===== src/rtl/fifo_regfile.sv =====
// DEPTH x WIDTH storage array for fallthrough_fifo: one synchronous write port,
// one asynchronous read port so the head word is visible without read latency.
module fifo_regfile #(
    parameter int WIDTH     = 72,
    parameter int ADDR_BITS = 3
) (
    input  logic                 clk,
    input  logic                 wr_en,
    input  logic [ADDR_BITS-1:0] wr_addr,
    input  logic [WIDTH-1:0]     wr_data,
    input  logic [ADDR_BITS-1:0] rd_addr,
    output logic [WIDTH-1:0]     rd_data
);

    localparam int DEPTH = 2 ** ADDR_BITS;

    logic [WIDTH-1:0] mem [DEPTH];

    // Data storage carries no reset; contents are only meaningful when counted valid.
    always_ff @(posedge clk) begin
        if (wr_en) begin
            mem[wr_addr] <= wr_data;
        end
    end

    assign rd_data = mem[rd_addr];

endmodule


===== src/rtl/fallthrough_fifo.sv =====
// First-word-fall-through FIFO: head word is driven on dout whenever not empty.
// Optional simulation-only misuse checker enabled by defining FIFO_ERR_CHECK_EN.
module fallthrough_fifo #(
    parameter int WIDTH          = 72,
    parameter int MAX_DEPTH_BITS = 3,
    parameter int NEARLY_FULL    = 2 ** MAX_DEPTH_BITS - 1
) (
    input  logic             clk,
    input  logic             reset,
    input  logic [WIDTH-1:0] din,
    input  logic             wr_en,
    input  logic             rd_en,
    output logic [WIDTH-1:0] dout,
    output logic             full,
    output logic             nearly_full,
    output logic             empty
);

    localparam int DEPTH = 2 ** MAX_DEPTH_BITS;
    localparam logic [MAX_DEPTH_BITS:0] DEPTH_CNT = (MAX_DEPTH_BITS + 1)'(DEPTH);
    localparam logic [MAX_DEPTH_BITS:0] NF_CNT    = (MAX_DEPTH_BITS + 1)'(NEARLY_FULL);

    logic [MAX_DEPTH_BITS-1:0] wr_ptr;
    logic [MAX_DEPTH_BITS-1:0] rd_ptr;
    logic [MAX_DEPTH_BITS:0]   count;
    logic                      wr_accept;
    logic                      rd_accept;

    // A write into a full FIFO is legal when the head is popped in the same cycle.
    assign wr_accept = wr_en && (!full || rd_en);
    assign rd_accept = rd_en && !empty;

    fifo_regfile #(
        .WIDTH    (WIDTH),
        .ADDR_BITS(MAX_DEPTH_BITS)
    ) u_regfile (
        .clk    (clk),
        .wr_en  (wr_accept),
        .wr_addr(wr_ptr),
        .wr_data(din),
        .rd_addr(rd_ptr),
        .rd_data(dout)
    );

    always_ff @(posedge clk or posedge reset) begin
        if (reset) begin
            wr_ptr <= '0;
            rd_ptr <= '0;
            count  <= '0;
        end else begin
            if (wr_accept) begin
                wr_ptr <= wr_ptr + 1'b1;
            end
            if (rd_accept) begin
                rd_ptr <= rd_ptr + 1'b1;
            end
            if (wr_accept && !rd_accept) begin
                count <= count + 1'b1;
            end else if (rd_accept && !wr_accept) begin
                count <= count - 1'b1;
            end
        end
    end

    // Flags decode only the registered count, so they never depend on this cycle's strobes.
    assign full        = (count == DEPTH_CNT);
    assign nearly_full = (count >= NF_CNT);
    assign empty       = (count == '0);

`ifdef FIFO_ERR_CHECK_EN
`ifndef SYNTHESIS
    always @(posedge clk) begin
        if (!reset) begin
            if (wr_en && full && !rd_en) begin
                $display("%0t: fallthrough_fifo error: write while full ignored", $time);
            end
            if (rd_en && empty) begin
                $display("%0t: fallthrough_fifo error: read while empty ignored", $time);
            end
        end
    end
`endif
`endif

endmodule


===== config.mk =====
export PLATFORM = sky130hd
export DESIGN_NAME = fallthrough_fifo
export DESIGN_NICKNAME = d
export VERILOG_FILES = /design/src/rtl/fifo_regfile.sv /design/src/rtl/fallthrough_fifo.sv
export SDC_FILE = /design/constraint.sdc
export NUM_CORES = 1
export LEC_CHECK = 0
export BUFFER_PORTS_ARGS = -buffer_cell sky130_fd_sc_hd__buf_4
export CORE_MARGIN = 2
export CORE_UTILIZATION = 32
export CTS_CLUSTER_DIAMETER = 80
export DETAILED_ROUTE_END_ITERATION = 12
export PLACE_DENSITY_LB_ADDON = 0.05
export REMOVE_ABC_BUFFERS = 1
export SLEW_MARGIN = 15
export SYNTH_ARGS = -nofsm -noshare
export SYNTH_HDL_FRONTEND = slang
export SYNTH_SLANG_ARGS = --single-unit

===== constraint.sdc =====
create_clock -name clk -period 16.5 [get_ports clk]
set_input_delay 1.65 -clock clk [delete_from_list [all_inputs] [get_ports clk]]
set_output_delay 1.65 -clock clk [all_outputs]
set_load 0.01 [all_outputs]

==> flow_results.org, run 1 <==
** Status
- The flow ran to the end, and the final reports show no timing, DRC or antenna violations.

** Clocking
- Clock tree synthesis found a total of roughly 590 sinks.
- Clock-pin slew was measured on the worst setup and hold paths at roughly 50 ps.
- In this run the clock root is driven by a clkbuf_16.
- Later-pin clock latency in the skew report :: about 580 ps
- Post-CTS repair changed the size of 0 cells.
- CTS H-tree lvls :: 3
- The number of hold buffers added after CTS was 0.
- Maximum clock insertion buffer count :: 3
- TritonCTS buffer count :: 68
- Clock tree from TritonCTS :: done
- Setup bufs post-CTS :: 0

** Die
- The floorplan step defined a die boundary enclosing around 72,000 sq um.
- Row count :: 97
- Die X :: between 200 and 300 microns
- Pin placement for this block handled ~150 I/O pins.
- Die height :: between 200 and 300 microns
- The core region is around 70,000 sq um.
- The initial utilization of the core area, before any placement, comes to 32.20%.

** Global routing
- Total routing resource utilization after global routing :: between 10% and 20%
- The total overflow left after global routing is 0.
- The via count of the first global-routing pass came to between 10,000 and 15,000.
- The initial antenna violation count came to 5.
- Entering global routing, the biggest net connects ~60 pins.
- First-pass GRT wire length :: around 73,000 microns

** Final layout
- The library cell used most frequently in the layout, excluding fill and tap cells, is edfxtp_1.
- Relative to the synthesized area, the layout overhead comes to 19.53%.
- Filler cell count :: about 6,400
- Core Util, Final :: about two fifths
- Of the cells placed in the final design, the portion with a size suffix greater than 1 is roughly 43%.
- At the end of the flow, the number of nets in the layout was ~1,200.
- Highest-count cells in the layout ignoring fill and taps :: 576 x edfxtp_1, 173 x buf_4, 144 x mux4_2, 73 x clkbuf_16, 50 x mux2_4

** Logic synthesis
- Summing every instance area after synthesis gives ~22,000 sq um.
- Of the total synthesized cell area, the portion taken by AND, OR, NAND and NOR gates is less than 1%.
- The synthesized netlist devotes less than 1% of its cell area to XOR and XNOR gates.
- Number of warning messages in the yosys log :: 0
- Synth Area per Inst :: 25.04 sq um
- Mapped Cells :: ~900
- Post-synthesis cell type count :: 36
- Of the synthesized area, sequential elements account for 78.22%.
- In the synthesized netlist the dominant register cell turns out to be edfxtp_1.
- By area the synthesized netlist is led by edfxtp_1 77%, mux4_2 14%, mux2_4 3.3%.
- Post-synthesis adder-cell area fraction :: 0.3681%
- Synthesized-area fraction occupied by ao, oa, aoi and oai cells :: less than 1%
- Multiplexer area fraction after synthesis :: a little under a fifth
- In this run, synthesis produced a sequential element count of roughly 600.
- In this run the biggest area consumer among cell types represents roughly 77% of the synthesized area.
- Fraction of registers with async set/reset :: roughly 1.7%
- Yosys mapped a number of flops with a built-in enable equal to 576.
- Largest area contributor in the netlist :: edfxtp_1
- Largest family of logic cells by synthesized area :: multiplexers

** Critical path
- Critical path depth in cells :: 5
- Worst-path maximum fanout :: 60
- WP data required :: approximately 15,000 ps
- Depth of the worst register-to-register path :: 4
- Kind of cell with the highest combined delay on the critical path :: buffers and inverters
- STA puts the critical path data arrival time at 4010 ps.
- The signal on the critical path passes through buf_4, buf_4, mux4_2, mux2_2, buf_4.
- Number of buffers and inverters on the critical path :: 3
- By instance count, the cell type seen most on the critical path is buf_4.
- Crit path largest cell delay :: 890 ps
- Endpoint type of the worst setup path :: primary output
- The slowest stage of the critical path is the buf_4 cell.
- Kind of start point of the critical path :: register
- Classification of the worst setup path :: register to primary output

** Timing
- Transition time of the tightest slew-check pin :: between 1000 and 1500 ps
- For the finished layout, the period the worst path requires is ~5700 ps.
- Final TNS setup :: 0 ps
- Share of the clock period used by the worst path after layout :: around a third
- Number of hold violations in the final report :: 0
- Number of failing setup endpoints in the final timing report :: 0
- Count of pins over their slew limit :: 0
- RSZ-0062 raised after global routing :: no
- Timing would allow up to between 0.15 and 0.2 GHz.
- Max-Slew Margin vs Limit :: 25.90%
- Worst-case clock skew :: 10.34 ps

** Route
- Number of DRC violations after detailed-routing iteration 0 :: about 550
- Total number of vias :: 9,762
- For this run, the detailed router's first-pass iteration total came to 5.
- Final Routed Wirelength :: 50,780 microns
- Detailed-route wire length per cell :: approximately 24 microns
- The count of nets left with antenna violations once routing finished came out at 0.
- Remaining design rule violation count :: 0
- Via-per-instance ratio :: 4.691

** Worst hold path
- The min-delay analysis places its worst path in the category register to register.
- Counting instances, the worst hold path has a depth of 1.

** Pwr
- The internal portion of the total power is around 3.5 mW.
- Power share of the sequential group :: between 40% and 50%
- Post-route total power :: between 4 and 5 mW
- Ratio of total power to cell area :: 183.9 nW/um^2
- The clock network burns 28.7% of the power.
- Worst IR drop on VDD :: 0.00008697 V
- Gate power share :: 30.5%
- In this run the power spent charging and discharging nets is around 1.4 mW.
- Fraction of power spent switching nets :: 28.58%
- For this design the static power due to leakage is 8.770 nW.

** Place
- Detailed placement ended at an HPWL of ~25,000 microns.
- The count of buffers added on input and output ports is 150.
- RD Place Congestion :: approximately 0.64

** Run
- Max-Cap Viols :: 0
## power by group through the flow
stage	Clock [mW]	Sequential, mW	Combinational (mW)
floorplan	0	2.13	1.01
global placement	0	2.05	1.56
detailed placement	0	2.05	1.56
CTS	1.47	2.02	1.57
global route	1.53	2.04	1.63
finish	1.42	2.01	1.50
## registers in the layout, summed over array words and instances (netlist names)
register / count
count: 4
u_regfile.mem: 576
wr_ptr: 3
rd_ptr: 3
## cells in the mapped netlist (2+ instances only)
| master | n |
|---|---|
| edfxtp_1 | 576 |
| mux4_2 | 144 |
| mux2_4 | 50 |
| mux2_2 | 24 |
| buf_2 | 15 |
| clkbuf_1 | 14 |
| dfrtp_1 | 10 |
| buf_6 | 7 |
| ha_1 | 5 |
| inv_1 | 5 |
| xnor2_1 | 5 |
| buf_1 | 4 |
| nor2_1 | 4 |
| nor3_1 | 4 |
| or3_1 | 3 |
| nand2_1 | 2 |
| nand2b_1 | 2 |
| nand3b_1 | 2 |
| nor4_1 | 2 |
| o211ai_1 | 2 |
## cells by family after synthesis
kind of cell    after synthesis
flops                       586
fa+ha+maj                     6
xor+xnor                      6
mux                         220
simple gates                 22
compound gates               10
buf+inv                      46
## worst reg2reg max path, delay by kind of cell (launching register included)
| kind | cells | cell delay [ps] |
|---|---|---|
| DFF | 1 | 790 |
| muxes | 1 | 250 |
| buffers and inverters | 2 | 1730 |
| adders and majority gates | 1 | 380 |
## path summary, 6_finish.rpt
path	from	to	slack, ps
setup / recovery	rd_ptr[1]	dout[62]	10840
hold / removal	wr_ptr[2]	wr_ptr[2]	610
setup reg to reg	rd_ptr[1]	rd_ptr[1]	13240
hold reg to reg	wr_ptr[2]	wr_ptr[2]	610
max in group asynchronous	reset	rd_ptr[1]	15000
min in group asynchronous	reset	count[1]	1100
## through the flow
step | setup WS [ps] | cells | hold slack, ps | cell area, sq um
5_1_grt | 10580 | 2081 | 653.6 | 26820
3_3_place_gp | 11300 | 1968 | 598.0 | 24740
2_1_floorplan | 7279 | 855 | 519.6 | 22210
3_5_place_dp | 11310 | 1968 | 610.5 | 24740
6_report | 10840 | 2081 | 613.6 | 26820
4_1_cts | 10660 | 2080 | 618.2 | 26810
## final cells by class
class	count	area (sq um)	area share, %
Sequential cell	586	17560	65.48
Multi-Input combinational cell	264	4688	17.48
Clock buffer	87	1879	7.008
Timing Repair Buffer	173	1299	4.843
Tap cell	940	1176	4.386
Clock inverter	25	193.9	0.7232
Inverter	5	18.77	0.06999
Antenna cell	1	2.502	0.009332
## metal layers
metal,GRT usage (%),vias up,share of wire [%],wire [microns]
met5,0,-,0.10,51
met4,4.354,8,1.5,785
met3,3.224,53,4.8,2460
met1,18.98,5268,44,22550
met2,23.40,187,49,24940
li1,-,4246,-,-
Note: power is estimated with default switching activity, not from simulation.
==> inputs of run 2 (changes only) <==
--- a/config.mk
+++ b/config.mk
@@ -5,6 +5,7 @@
 export SDC_FILE = /design/constraint.sdc
 export NUM_CORES = 1
 export LEC_CHECK = 0
+export ABC_AREA = 1
 export BUFFER_PORTS_ARGS = -buffer_cell sky130_fd_sc_hd__buf_4
 export CORE_MARGIN = 2
 export CORE_UTILIZATION = 32
==> constraint.sdc (replaced) <==
create_clock -name clk -period 4.7 [get_ports clk]
set_input_delay 0.47 -clock clk [delete_from_list [all_inputs] [get_ports clk]]
set_output_delay 0.47 -clock clk [all_outputs]
set_load 0.01 [all_outputs]
==> run 2 against run 1 <==
Sequential cell count did not move. Count of clock-buffer cells in the layout rose by 5. Wire length rose by 28%. Global-route usage rose by 1.7 points. Sequential share of layout area fell by 6.2 points. Synthesized area rose by 13%. Setup slack got worse by 9800 ps. Utilization fell by 0.84 points. Via count rose by 66%. Clock power rose to 3.4 times the previous value. Largest power group unchanged. Highest routed layer unchanged.
==> flow_results.org, run 2 <==
** Logic synthesis
- Area share of the largest cell type after synthesis :: between 60% and 70%
- Post-synthesis xor/xnor area fraction :: less than 1%
- Synth Area per Inst :: ~10 sq um
- Sorting the synthesized cells by area gives the leading types as edfxtp_1 68%, nand2_1 14%, nor2_1 8.7%.
- For this run, the register share of the synthesized area comes to between 60% and 70%.
- After synthesis, the share of flip-flops with an asynchronous set or reset is approximately 1.7%.
- The number of different library cells used by synthesis comes to 21.
- Post-synth EDFFs :: 576
- Yosys printed 0 warnings.
- Ys flop type :: edfxtp_1
- Synthesis inferred slightly below 600 register bits.
- Synth top cells by count :: 965 x nand2_1, 587 x nor2_1, 576 x edfxtp_1
- Summing the areas of all compound-gate instances in the mapped netlist gives less than 1% of the synthesized area.
- Cell area after synthesis :: ~25,000 sq um
- Mapped Cells :: between 2,000 and 3,000
- After synthesis, the largest family of logic cells by area is simple AND/OR/NAND/NOR gates.
- The most common cell in the synthesized netlist is nand2_1.
- After Yosys synthesis, and, or, nand and nor cells account for a little under a quarter of the synthesized area.
- The synthesized design spends more area on one cell type than any other, namely edfxtp_1.
- In the synthesized netlist, mux cells make up 0% of the area.
- Post-synthesis adder-cell area fraction :: 0.3251%

** Worst hold path
- Hold depth :: 1
- Tightest Hold Check Type :: primary input to register
- The worst hold path terminates at u_regfile.mem[5][20].
- Min-delay src :: din[20]

** Die
- The core region is around 80,000 sq um.
- The die is 285.7 microns tall.
- Die X :: between 200 and 300 microns
- In this run the count of I/O pins placed on the die edge is between 150 and 200.
- The floorplan step defined a die boundary enclosing about 80,000 sq um.
- Effective utilization at floorplan :: 32.25%
- The floorplan has 103 rows.

** Critical path
- By startpoint and endpoint, the worst setup path is classified as register to primary output.
- Depth of the worst register-to-register path :: 5
- The setup check on the worst reg-to-reg path leaves a slack of roughly 2000 ps.
- The number of buffers and inverters on the critical path is 3.
- Among cell families on the critical path, the largest total delay comes from buffers and inverters.
- For this design, the slowest cell found on the critical path is clkinv_2.
- Arrival time of the worst setup path :: ~3200 ps
- Crit path largest cell delay :: 880 ps
- The endpoint identified for the worst register-to-register timing path is u_regfile.mem[2][3].
- Ordered cell list for the critical path :: clkinv_2, buf_4, nand2_1, nand2_1, buf_4
- The worst setup path is launched from a register.
- Worst-path maximum fanout :: 37
- Reg2reg start :: count[0]
- Endpoint type of the worst setup path :: primary output
- WP data required :: 4230 ps

** Final layout
- Biggest regs :: u_regfile.mem: 576 flops, count: 4 flops
- Highest-count cells in the layout ignoring fill and taps :: 965 x nand2_1, 579 x nor2_1, 576 x edfxtp_1, 300 x inv_1, 170 x buf_4
- Register Area :: between 15,000 and 20,000 sq um
- Filler cell count :: 7,767
- Post-layout nets :: 2,803
- Leaving out fill and tap cells, the most frequent cell in the layout is nand2_1.
- # diodes :: 0
- Top register by number of flip-flops :: u_regfile.mem
- The register with the most flip-flops in the layout has around 580 of them.
- Once layout is complete, the cells apart from fillers number between 3,000 and 4,000.
- Area of all placed cells without fillers :: roughly 30,000 sq um
- In the final layout, the multi-input gates occupy between 6000 and 7000 sq um.
- Cells with a size suffix above 1 make up 10.13% of the layout.
- Area Growth Syn to Fin :: 16.72%

** Clocking
- The clock reaches the later pin of the worst-skew pair after ~600 ps.
- Clock tree from TritonCTS :: done
- Maximum clock insertion buffer count :: 3
- CTS H-tree lvls :: 3
- Clock slew seen by the registers of the worst setup and hold paths :: roughly 60 ps
- After clock tree synthesis, the repair step resized 0 gates.
- For this design, the sink count on the clock tree is a little under 600.
- The cell sitting at the root of the clock tree is a clkbuf_16.
- In this run, CTS created clock tree buffers numbering 69.
- Once the clock tree was built, the setup fixing pass inserted 0 buffers.

** Pwr
- Summed over all cells, the static leakage comes to 12.67 nW.
- In this run the power density over the cells is approximately 620 nW/um^2.
- The worst-case IR drop observed on VDD is 0.0005886 V.

** Place
- Once placement finished, the instance area stood at about 28,000 sq um.
- Count of buffers inserted at the top-level ports :: 150
- Once placement completed, the tool counted placed cells totaling ~3,700.
- Summed over all nets, the half-perimeter wirelength after detailed placement is 34,290 microns.
- RD Place Congestion :: around 0.73

** Run
- Max-Cap Viols :: 0

** Global routing
- The first global-routing pass estimated 98,170 microns of wire.
- Global routing used between 15 and 20% of the available tracks across all layers.
- Antenna violations before repair :: 2
- Largest net degree at the start of global routing :: between 100 and 150
- Leftover overflow at the end of global routing :: 0
- Via count of the first global-routing pass :: approximately 16,000

** Route
- The pre-antenna-repair detailed-routing pass consisted of 5 iterations.
- Total number of vias :: 16,230
- After detailed routing, the number of remaining DRC violations is 0.
- Final Routed Wirelength :: between 60,000 and 70,000 microns
- Residual antenna-violating net count after detailed routing :: 0
- The first routing iteration left 876 violations.
- In the final routed layout, each cell accounts on average for approximately 17 microns.
- Via-per-instance ratio :: around 4.3

** Timing
- Max Fclk :: roughly 0.27 GHz
- For the final routed database, the setup TNS stands at 0 ps.
- Counting I/O delays and the setup requirement, the final critical path takes around 3700 ps.
- The final max-slew violation count came to 0.
- Max-Slew Margin vs Limit :: between 30% and 40%
- Number of hold violations in the final report :: 0
- Setup repair after global routing left no endpoint under its margin.
- Transition time of the tightest slew-check pin :: roughly 1000 ps
- Setup violations remaining at the end of the flow were counted as 0.
- Worst-case clock skew :: 13.98 ps
- Share of the clock period used by the worst path after layout :: slightly below 80%

** Status
- Result of the run :: complete, no violations
[run 2: cell families (layout without fill, tap and decap cells)]
| group | count (synthesis) | after routing |
|---|---|---|
| flops | 586 | 586 |
| buf+inv | 413 | 599 |
| fa+ha+maj | 6 | 6 |
| simple gates | 1566 | 1566 |
| compound gates | 2 | 2 |
| xor+xnor | 5 | 5 |
[run 2: power by group]
group / internal (mW) / leakage (nW) / switching, mW
Clock: 2.80 / 0.982 / 2.09
Sequential: 6.45 / 5.35 / 0.355
Combinational: 2.30 / 6.34 / 4.42
Total: 11.6 / 12.7 / 6.86
[run 2: repair_timing]
item,CTS,global route
endpoints found under the setup margin,0,0
endpoints found under the hold margin,10,0
hold buffers,1,0
[run 2: worst register-to-register path, cell delays in order (launching register included)]
cell and delay, ps:
dfrtp_1 460, nor2_1 100, nand4_1 180, nand3b_1 370, nor2_4 870, buf_4 400
[run 2: stage by stage]
| stage | utilization, % | setup slack (ps) | hold WS, ps | total power [mW] |
|---|---|---|---|---|
| 2_1_floorplan | - | -5557 | 310.2 | 10.63 |
| 3_3_place_gp | 35.09 | 1562 | 509.8 | 13.87 |
| 3_5_place_dp | 35.09 | 1554 | 509.4 | 13.89 |
| 4_1_cts | 37.65 | 875.2 | 63.00 | 18.87 |
| 5_1_grt | 37.65 | 809.8 | 85.89 | 19.84 |
| 6_report | 37.65 | 1028 | 109.0 | 18.42 |
[run 2: layer usage]
metal / global-route usage (%) / vias to the layer above / wire length (microns)
li1: - / 8287 / -
met1: 21.45 / 7618 / 30270
met2: 26.34 / 233 / 30560
met3: 2.982 / 85 / 2773
met4: 4.686 / 4 / 1288
met5: 0 / - / 16
[run 2: how the worst max path moves through the flow]
| stage | startpoint | endpoint | slack, ps | cells past startpoint |
|---|---|---|---|---|
| floorplan | rd_ptr[0] | rd_ptr[1] | -5560 | 3 |
| CTS | rd_ptr[2] | dout[14] | 880 | 5 |
| detailed placement | rd_ptr[2] | dout[14] | 1550 | 5 |
| finish | rd_ptr[2] | dout[14] | 1030 | 5 |
| global placement | rd_ptr[2] | dout[58] | 1560 | 5 |
| global route | rd_ptr[2] | dout[4] | 810 | 5 |
[run 2: cell type report]
| type | instances | area share, % |
|---|---|---|
| well taps | 1050 | 4.432 |
| flip-flops and latches | 586 | 59.23 |
| inverters | 302 | 3.853 |
| repair buffers | 183 | 5.149 |
| multi-input cells | 1579 | 20.57 |
| clock buffers | 92 | 6.365 |
| clock inverters | 22 | 0.4010 |
